==> src/rtl/apc_accum_ctrl.sv <==
// Stream accumulator controller around one 15-input parallel counter (APC_15).
// Optional build macro APC_ACC_BIPOLAR_EN selects the bipolar decode of out_count.

module apc_15 (
  input  logic [14:0] bits,
  output logic [3:0]  count
);
  always_comb begin
    count = 4'd0;
    for (int i = 0; i < 15; i++)
      count = count + {3'b000, bits[i]};
  end
endmodule

// state | meaning
// IDLE  | waiting for start; last result held on out_count
// RUN   | accepting beats until remain reaches its terminal count
// DONE  | result offered on out_valid until out_ready
module apc_accum_ctrl #(
  parameter int LEN_WIDTH = 16,
  parameter int ACC_WIDTH = 20
) (
  input  logic                 clk,
  input  logic                 rst,
  input  logic                 start,
  input  logic [LEN_WIDTH-1:0] cfg_len,
  output logic                 busy,
  input  logic                 in_valid,
  output logic                 in_ready,
  input  logic [14:0]          in_bits,
  output logic                 out_valid,
  input  logic                 out_ready,
  output logic [ACC_WIDTH:0]   out_count
);

  typedef enum logic [1:0] {IDLE = 2'd0, RUN = 2'd1, DONE = 2'd2} state_t;

  state_t               state, state_nxt;
  logic [LEN_WIDTH-1:0] remain, len_q;
  logic [ACC_WIDTH-1:0] acc, acc_nxt;
  logic [3:0]           pop;
  logic [ACC_WIDTH:0]   res_run;
  logic                 beat, last_beat;

  apc_15 u_apc (
    .bits  (in_bits),
    .count (pop)
  );

  assign beat      = in_valid && (state == RUN);
  assign last_beat = beat && (remain == LEN_WIDTH'(1));
  assign acc_nxt   = acc + {{(ACC_WIDTH-4){1'b0}}, pop};

  // Result is formed from the post-beat sum so it is ready the cycle DONE is entered.
`ifdef APC_ACC_BIPOLAR_EN
  logic [ACC_WIDTH:0] len_x15;
  assign len_x15 = (ACC_WIDTH+1)'({len_q, 4'b0000}) - (ACC_WIDTH+1)'(len_q);
  assign res_run = {acc_nxt, 1'b0} - len_x15;
`else
  assign res_run = {1'b0, acc_nxt};
`endif

  always_ff @(posedge clk or posedge rst) begin
    if (rst) state <= IDLE;
    else     state <= state_nxt;
  end

  always_comb begin
    state_nxt = state;
    case (state)
      IDLE: if (start) state_nxt = (cfg_len == '0) ? DONE : RUN;
      RUN:  if (last_beat) state_nxt = DONE;
      DONE: if (out_ready) state_nxt = IDLE;
      default: state_nxt = IDLE;
    endcase
  end

  always_comb begin
    busy      = (state == RUN) || (state == DONE);
    in_ready  = (state == RUN);
    out_valid = (state == DONE);
  end

  always_ff @(posedge clk or posedge rst) begin
    if (rst) begin
      acc       <= '0;
      remain    <= '0;
      len_q     <= '0;
      out_count <= '0;
    end else begin
      case (state)
        IDLE: if (start) begin
          acc    <= '0;
          len_q  <= cfg_len;
          remain <= cfg_len;
          // zero-length stream: both decodes of an empty sum are 0
          if (cfg_len == '0) out_count <= '0;
        end
        RUN: if (beat) begin
          acc    <= acc_nxt;
          remain <= remain - LEN_WIDTH'(1);
          if (last_beat) out_count <= res_run;
        end
        default: ;
      endcase
    end
  end

endmodule

==> config.mk <==
export PLATFORM = sky130hd
export DESIGN_NAME = apc_accum_ctrl
export DESIGN_NICKNAME = d
export VERILOG_FILES = /design/src/rtl/apc_accum_ctrl.sv
export SDC_FILE = /design/constraint.sdc
export NUM_CORES = 1
export LEC_CHECK = 0
export CAP_MARGIN = 10
export CORE_MARGIN = 1
export CORE_UTILIZATION = 58
export DETAILED_ROUTE_END_ITERATION = 12
export PLACE_DENSITY = 0.85
export SLEW_MARGIN = 0
export SYNTH_ARGS = -nofsm -noshare
export SYNTH_HDL_FRONTEND = slang
export SYNTH_HIERARCHICAL = 1
export SYNTH_SLANG_ARGS = --single-unit
==> constraint.sdc <==
create_clock -name clk -period 4.3 [get_ports clk]
set_clock_uncertainty 0.1 [all_clocks]
set_input_delay 0.86 -clock clk [delete_from_list [all_inputs] [get_ports clk]]
set_output_delay 0.86 -clock clk [all_outputs]
set_load 0.01 [all_outputs]
; ---- Yosys cells after proc, flatten, opt, wreduce, memory -nomap -nowiden
; Cells that the tools add are included.
; W data, S select, Z words.
[totals]
regBits = 59
input_bits = 36
out_inout_bits = 24
[op_classes]
n_addsub = 16
eq_ne = 8
muxes = 16
n_reduce_logical = 9
[ops]
columns = operator, count
row1 = $mux W21, 4
row2 = $add A4 B1 Y4, 13
row3 = $pmux W21 S2, 1
row4 = $mux W20, 2
row5 = $pmux W20 S2, 1
row6 = $mux W16, 2
row7 = $pmux W16 S2, 1
row8 = $add A20 B4 Y20, 1
row9 = $eq A16 B1 Y1 const B, 1
row10 = $logic_not A16 Y1, 1
row11 = $sub A16 B1 Y16 const B, 1
row12 = $mux W2, 4
row13 = $ne A2 B1 Y1 const B, 3
row14 = $pmux W2 S3, 1
row15 = $reduce_and A3 Y1, 2
row16 = $reduce_and A5 Y1, 1
row17 = $ne A2 B2 Y1 const B, 2
row18 = $add A1 B1 Y2, 1
row19 = $eq A2 B1 Y1 const B, 1
row20 = $eq A2 B2 Y1 const B, 1
row21 = $logic_and A1 B1 Y1, 2
row22 = $logic_not A2 Y1, 1
row23 = $reduce_bool A2 Y1, 1
row24 = $logic_or A1 B1 Y1, 1

; ---- Depth between registers and ports, before layout
[depth]
depth_word = 18
depth_mapped = 16
ltp_nobuf = 15

; ---- Cells and area by module
; The synthesis kept the hierarchy.
[modules_own_cells]
columns = mod, n_inst, cells_each, area_per_inst_um2
row1 = apc_accum_ctrl, 1, 370, 3424.5
row2 = apc_15, 1, 36, 325.3

; ---- Worst setup path before layout
; No wires, ideal clock.
[synth_path]
kind = input to register
startpoint = in in_bits[0]
endpoint = reg acc[13]
setup_time_ns = 0.083
t_arrival_ns = 5.103
required_ns = 4.117
slack_ns = -0.986
path_stages = 14
path_buffers = 0
path_cell_list = inv_1 > fa_1 > fa_1 > fa_1 > fa_1 > fa_1 > fa_1 > xnor2_1 > ha_1 > nand4_1 > o22ai_2 > nand4_1 > or3_1 > o21ai_0
[synth_via]
elab_chain_len = 17
[synth_rtl]
columns = element, line_no
row1 = from (decl), 30  ; input logic [14:0] in_bits,
row2 = $add A1 B1 Y2, 11  ; count = count + {3'b000, bits[i]};
row3 = $add A4 B1 Y4 (13 in a row), 11
row4 = named net pop[2], 41  ; logic [3:0] pop;
row5 = $add A20 B4 Y20, 52  ; assign acc_nxt = acc + {{(ACC_WIDTH-4){1'b0}}, pop};
row6 = $mux W20, 99  ; RUN: if (beat) begin
row7 = $pmux W20 S2, 91  ; case (state)
row8 = to (signal assigned), 100  ; acc <= acc_nxt;
row9 = to (decl), 40  ; logic [ACC_WIDTH-1:0] acc, acc_nxt;
; The timed path passes the listed nets, and every way through them passes these cells. The select of a mux whose other input is x is not followed.
; A chain may end at the register's enable or synchronous reset.

; ---- Final worst setup path
[layout_path]
startpoint = in in_bits[5]
endpoint = reg acc[12]
[layout_via]
elab_chain_len = 13
[layout_rtl]
columns = element, line_no
row1 = $add A4 B1 Y4 (10 in a row), 11
row2 = named net pop[1], 41
row3 = $add A20 B4 Y20, 52
row4 = $mux W20, 99
row5 = $pmux W20 S2, 91
; The timed path passes the listed nets, and every way through them passes these cells. The select of a mux whose other input is x is not followed.

==> impl_metrics.yaml <==
power:
  power.leakage_uw: 0.00205
  sequentialPowerShare_pct: 26.6
  swShare_pct: 43.5
  ir_worst_vdd_mv: 0.558
  pwr-share-comb_pct: 54.8
  power.density_nw_per_um2: 639
  internal_power_uw: 1750
  p_clk_share_pct: 18.6
  p_switching_uw: 1350
finish:
  final_util_pct: 80.0
  num-nets-final: 533
  drive_above_1_share_pct: 19.8
  n_antenna_cell: 0
  final_cells: 555
  syn_to_final_growth_pct: 29.3
  fill_cells: 389
clocking:
  cts_inserted_buffers: 9
  cts_htree_levels: 3
  cts_tree: "yes"
  clockRootBuffer: "clkbuf_8"
  clkSinkCount: 58
  cts.path.max_buffers: 2
  insertion_delay_ns: 0.35
  cts_hold_buf: 0
  path_clk_slew_ns: 0.07
worst_setup_path:
  timing.rr.start: "remain[0]"
  crit_top_cell: "fa_1"
  cpMaxStageDelayCell: "fa_1"
  cp-end-kind: "register"
  arrival_ns: 5.23
  path_buf_inv: 4
  r2r-end: "remain[8]"
  rr_worst_depth: 7
  cp_top_family: "adder cells"
  critPathMaxStageDelay_ns: 0.53
  worstPathRequired_ns: 4.46
  reg2reg_slack_ns: 1.68
  cp_max_fo: 5
  crit_type: "primary input to register"
  path_cells: "buf_6, fa_1, inv_1, fa_1, fa_1, fa_1, fa_2, fa_2, inv_2, fa_2, a211oi_4, nor2_4, buf_6, a31oi_1, o21ai_1, o31ai_1"
  startpoint_type: "primary input"
logic_synthesis:
  synthCells: 406
  yosys.cell_count.top_type: "dfrtp_1"
  yosys.area.top_type_share_pct: 38.7
  ys_types: 59
  synth_largest_area_cell: "dfrtp_1"
  netlist_top_cells_count: "dfrtp_1, nand2_1, o21ai_0, inv_1, a21oi_1"
  synth_enable_flop_cells: 0
  synth_ff_type: "dfrtp_1"
  yosysWarnings: 6
  async_flop_share_pct: 100
  syn_avg_cell_area_um2: 9.24
  syn_nets: 464
  synth.cell_area_um2: 3750
  synth_seq_cells: 58
  synthTopCellsByArea: "dfrtp_1, fa_1, o21ai_0, nand2_1, ha_1"
  yosysSeqAreaShare_pct: 38.7
global_routing:
  grt.overflow.total: 0
  grt.busiest_layer: "met2"
  grt_use_met1_pct: 35.9
  grt_use_total_pct: 29.5
  grt_pass1_vias: 3250
  use_met2_pct: 50.4
  grt_pass1_wl_um: 14800
  antenna_found_initial: 0
  met3_usage_pct: 6.26
  grt_max_degree: 35
route:
  firstDrtPassIters: 5
  avgViaCountPerCell: 6.25
  remaining_drc_errors: 0
  ant_nets: 0
  vias: 3467
  wirelength_um: 9660
  wire_per_inst_um: 17.4
  drt_iter0_markers: 289
worst_hold_path:
  hold_path_depth: 2
  hp-start: "out_count[11]"
  hp-class: "register to register"
  min_to: "out_count[11]"
timing:
  fmax_mhz: 197
  finalCritPeriodShare_pct: 118
  setup_violations: 38
  setup_ws_ns: -0.769
  max-slew-margin-rel_pct: 37.7
  tightest_slew_ns: 0.933
  hold_viol: 0
  period_needed_ns: 5.07
  hold_slack_ns: 0.376
  slew_viol_final: 0
  rsz0062_at_grt: "true"
floorplanning:
  start_util_pct: 61.9
  die_height_um: 82.4
  core_um2: 6060
  die_width_um: 82.4
  die_area_um2: 6790
  rows: 28
  io_pins: 60
job:
  cap_violations: 0
placement:
  place_inst: 528
  port_buffers: 58
  place_congestion: 0.839
  dp_hpwl_um: 6180
outcome:
  status: "finished with violations"
  violations: "setup timing"
[state kept, by name (all words and copies together) (netlist names)]
register   cells
state          2
acc           20
out_count     20
remain        16
[worst reg2reg max path, cell delays in order, from the launching register on]
cell and delay, ns:
dfrtp_1 0.44, inv_1 0.10, ha_1 0.19, nor3b_1 0.29, nor3b_1 0.80, a31oi_1 0.18
a311oi_1 0.29, a221o_1 0.16
[metrics by stage]
stage	power, µW	cell area (µm²)	TNS [ns]	setup WS (ns)
after floorplan	1880	3820	-26.71	-0.900
after global placement	2140	4430	-49.39	-1.45
after detailed placement	2200	4430	-52.56	-1.58
after CTS	2920	4720	-23.23	-0.744
after global routing	3290	4850	-29.08	-0.885
final	3100	4850	-24.22	-0.769
[cells by family after synthesis]
group,synth area share [%]
mux,1.37
compound gates,21.1
simple gates,17.5
fa+ha+maj,9.54
flops,38.7
xor+xnor,4.20
other cells,0.100
buf+inv,7.57
[timing repair]
| action | 4_1_cts | 5_1_grt |
|---|---|---|
| hold endpoints to repair | 0 | 0 |
| setup endpoints to repair | 39 | 38 |
| resized for setup | 35 | 18 |
| setup buffers | 9 | 3 |
| pin swaps | 26 | 27 |
[worst max path at each step]
| stage | startpoint | to | slack, ns | cells after the start |
|---|---|---|---|---|
| global placement | in_bits[5] | acc[9] | -1.45 | 15 |
| global route | in_bits[5] | acc[9] | -0.88 | 16 |
| floorplan | in_bits[5] | acc[9] | -0.90 | 14 |
| finish | in_bits[5] | acc[12] | -0.77 | 16 |
| CTS | in_bits[5] | out_count[10] | -0.74 | 16 |
| detailed placement | in_bits[5] | acc[9] | -1.58 | 15 |
[layout make-up]
cell class	count	area [µm²]	area share (%)
clock buffer	11	141	2.92
clock inverter	5	77.6	1.60
inverter	35	131	2.71
multi-input combinational	290	2200	45.5
sequential	58	1450	29.9
tap	75	93.8	1.94
timing repair buffer	81	748	15.4
[layout by cell type (no fill, tap or decap), types with 6 or more instances in the layout]
master and n:
nor2_1 13, xor2_1 9, o22ai_1 8, o21ai_1 23
nand3_1 10, buf_6 6, nand2_1 45, nor4_1 6
o21ai_2 13, or3_1 6, clkbuf_8 10, buf_4 18
a21oi_1 20, dfrtp_1 58, a31oi_1 9, clkdlybuf4s50_1 52
o21ai_0 14, nand4_1 7, o31ai_1 8, fa_1 8
ha_1 9, inv_1 32
[power by group through the flow]
stage          clock network [µW]  registers (µW)  logic (µW)
2_1_floorplan                   0             776        1110
3_5_place_dp                    0             819        1380
4_1_cts                       572             815        1530
6_report                      576             826        1700
3_3_place_gp                    0             814        1320
5_1_grt                       602             842        1850
[metal layers]
| metal | up-vias | share of wire (%) |
|---|---|---|
| met2 | 166 | 51 |
| li1 | 1589 | - |
| met3 | 28 | 6.8 |
| met1 | 1684 | 40 |
| met4 | 0 | 2.3 |
| met5 | - | 0 |
(Power assumes the default switching activity.)
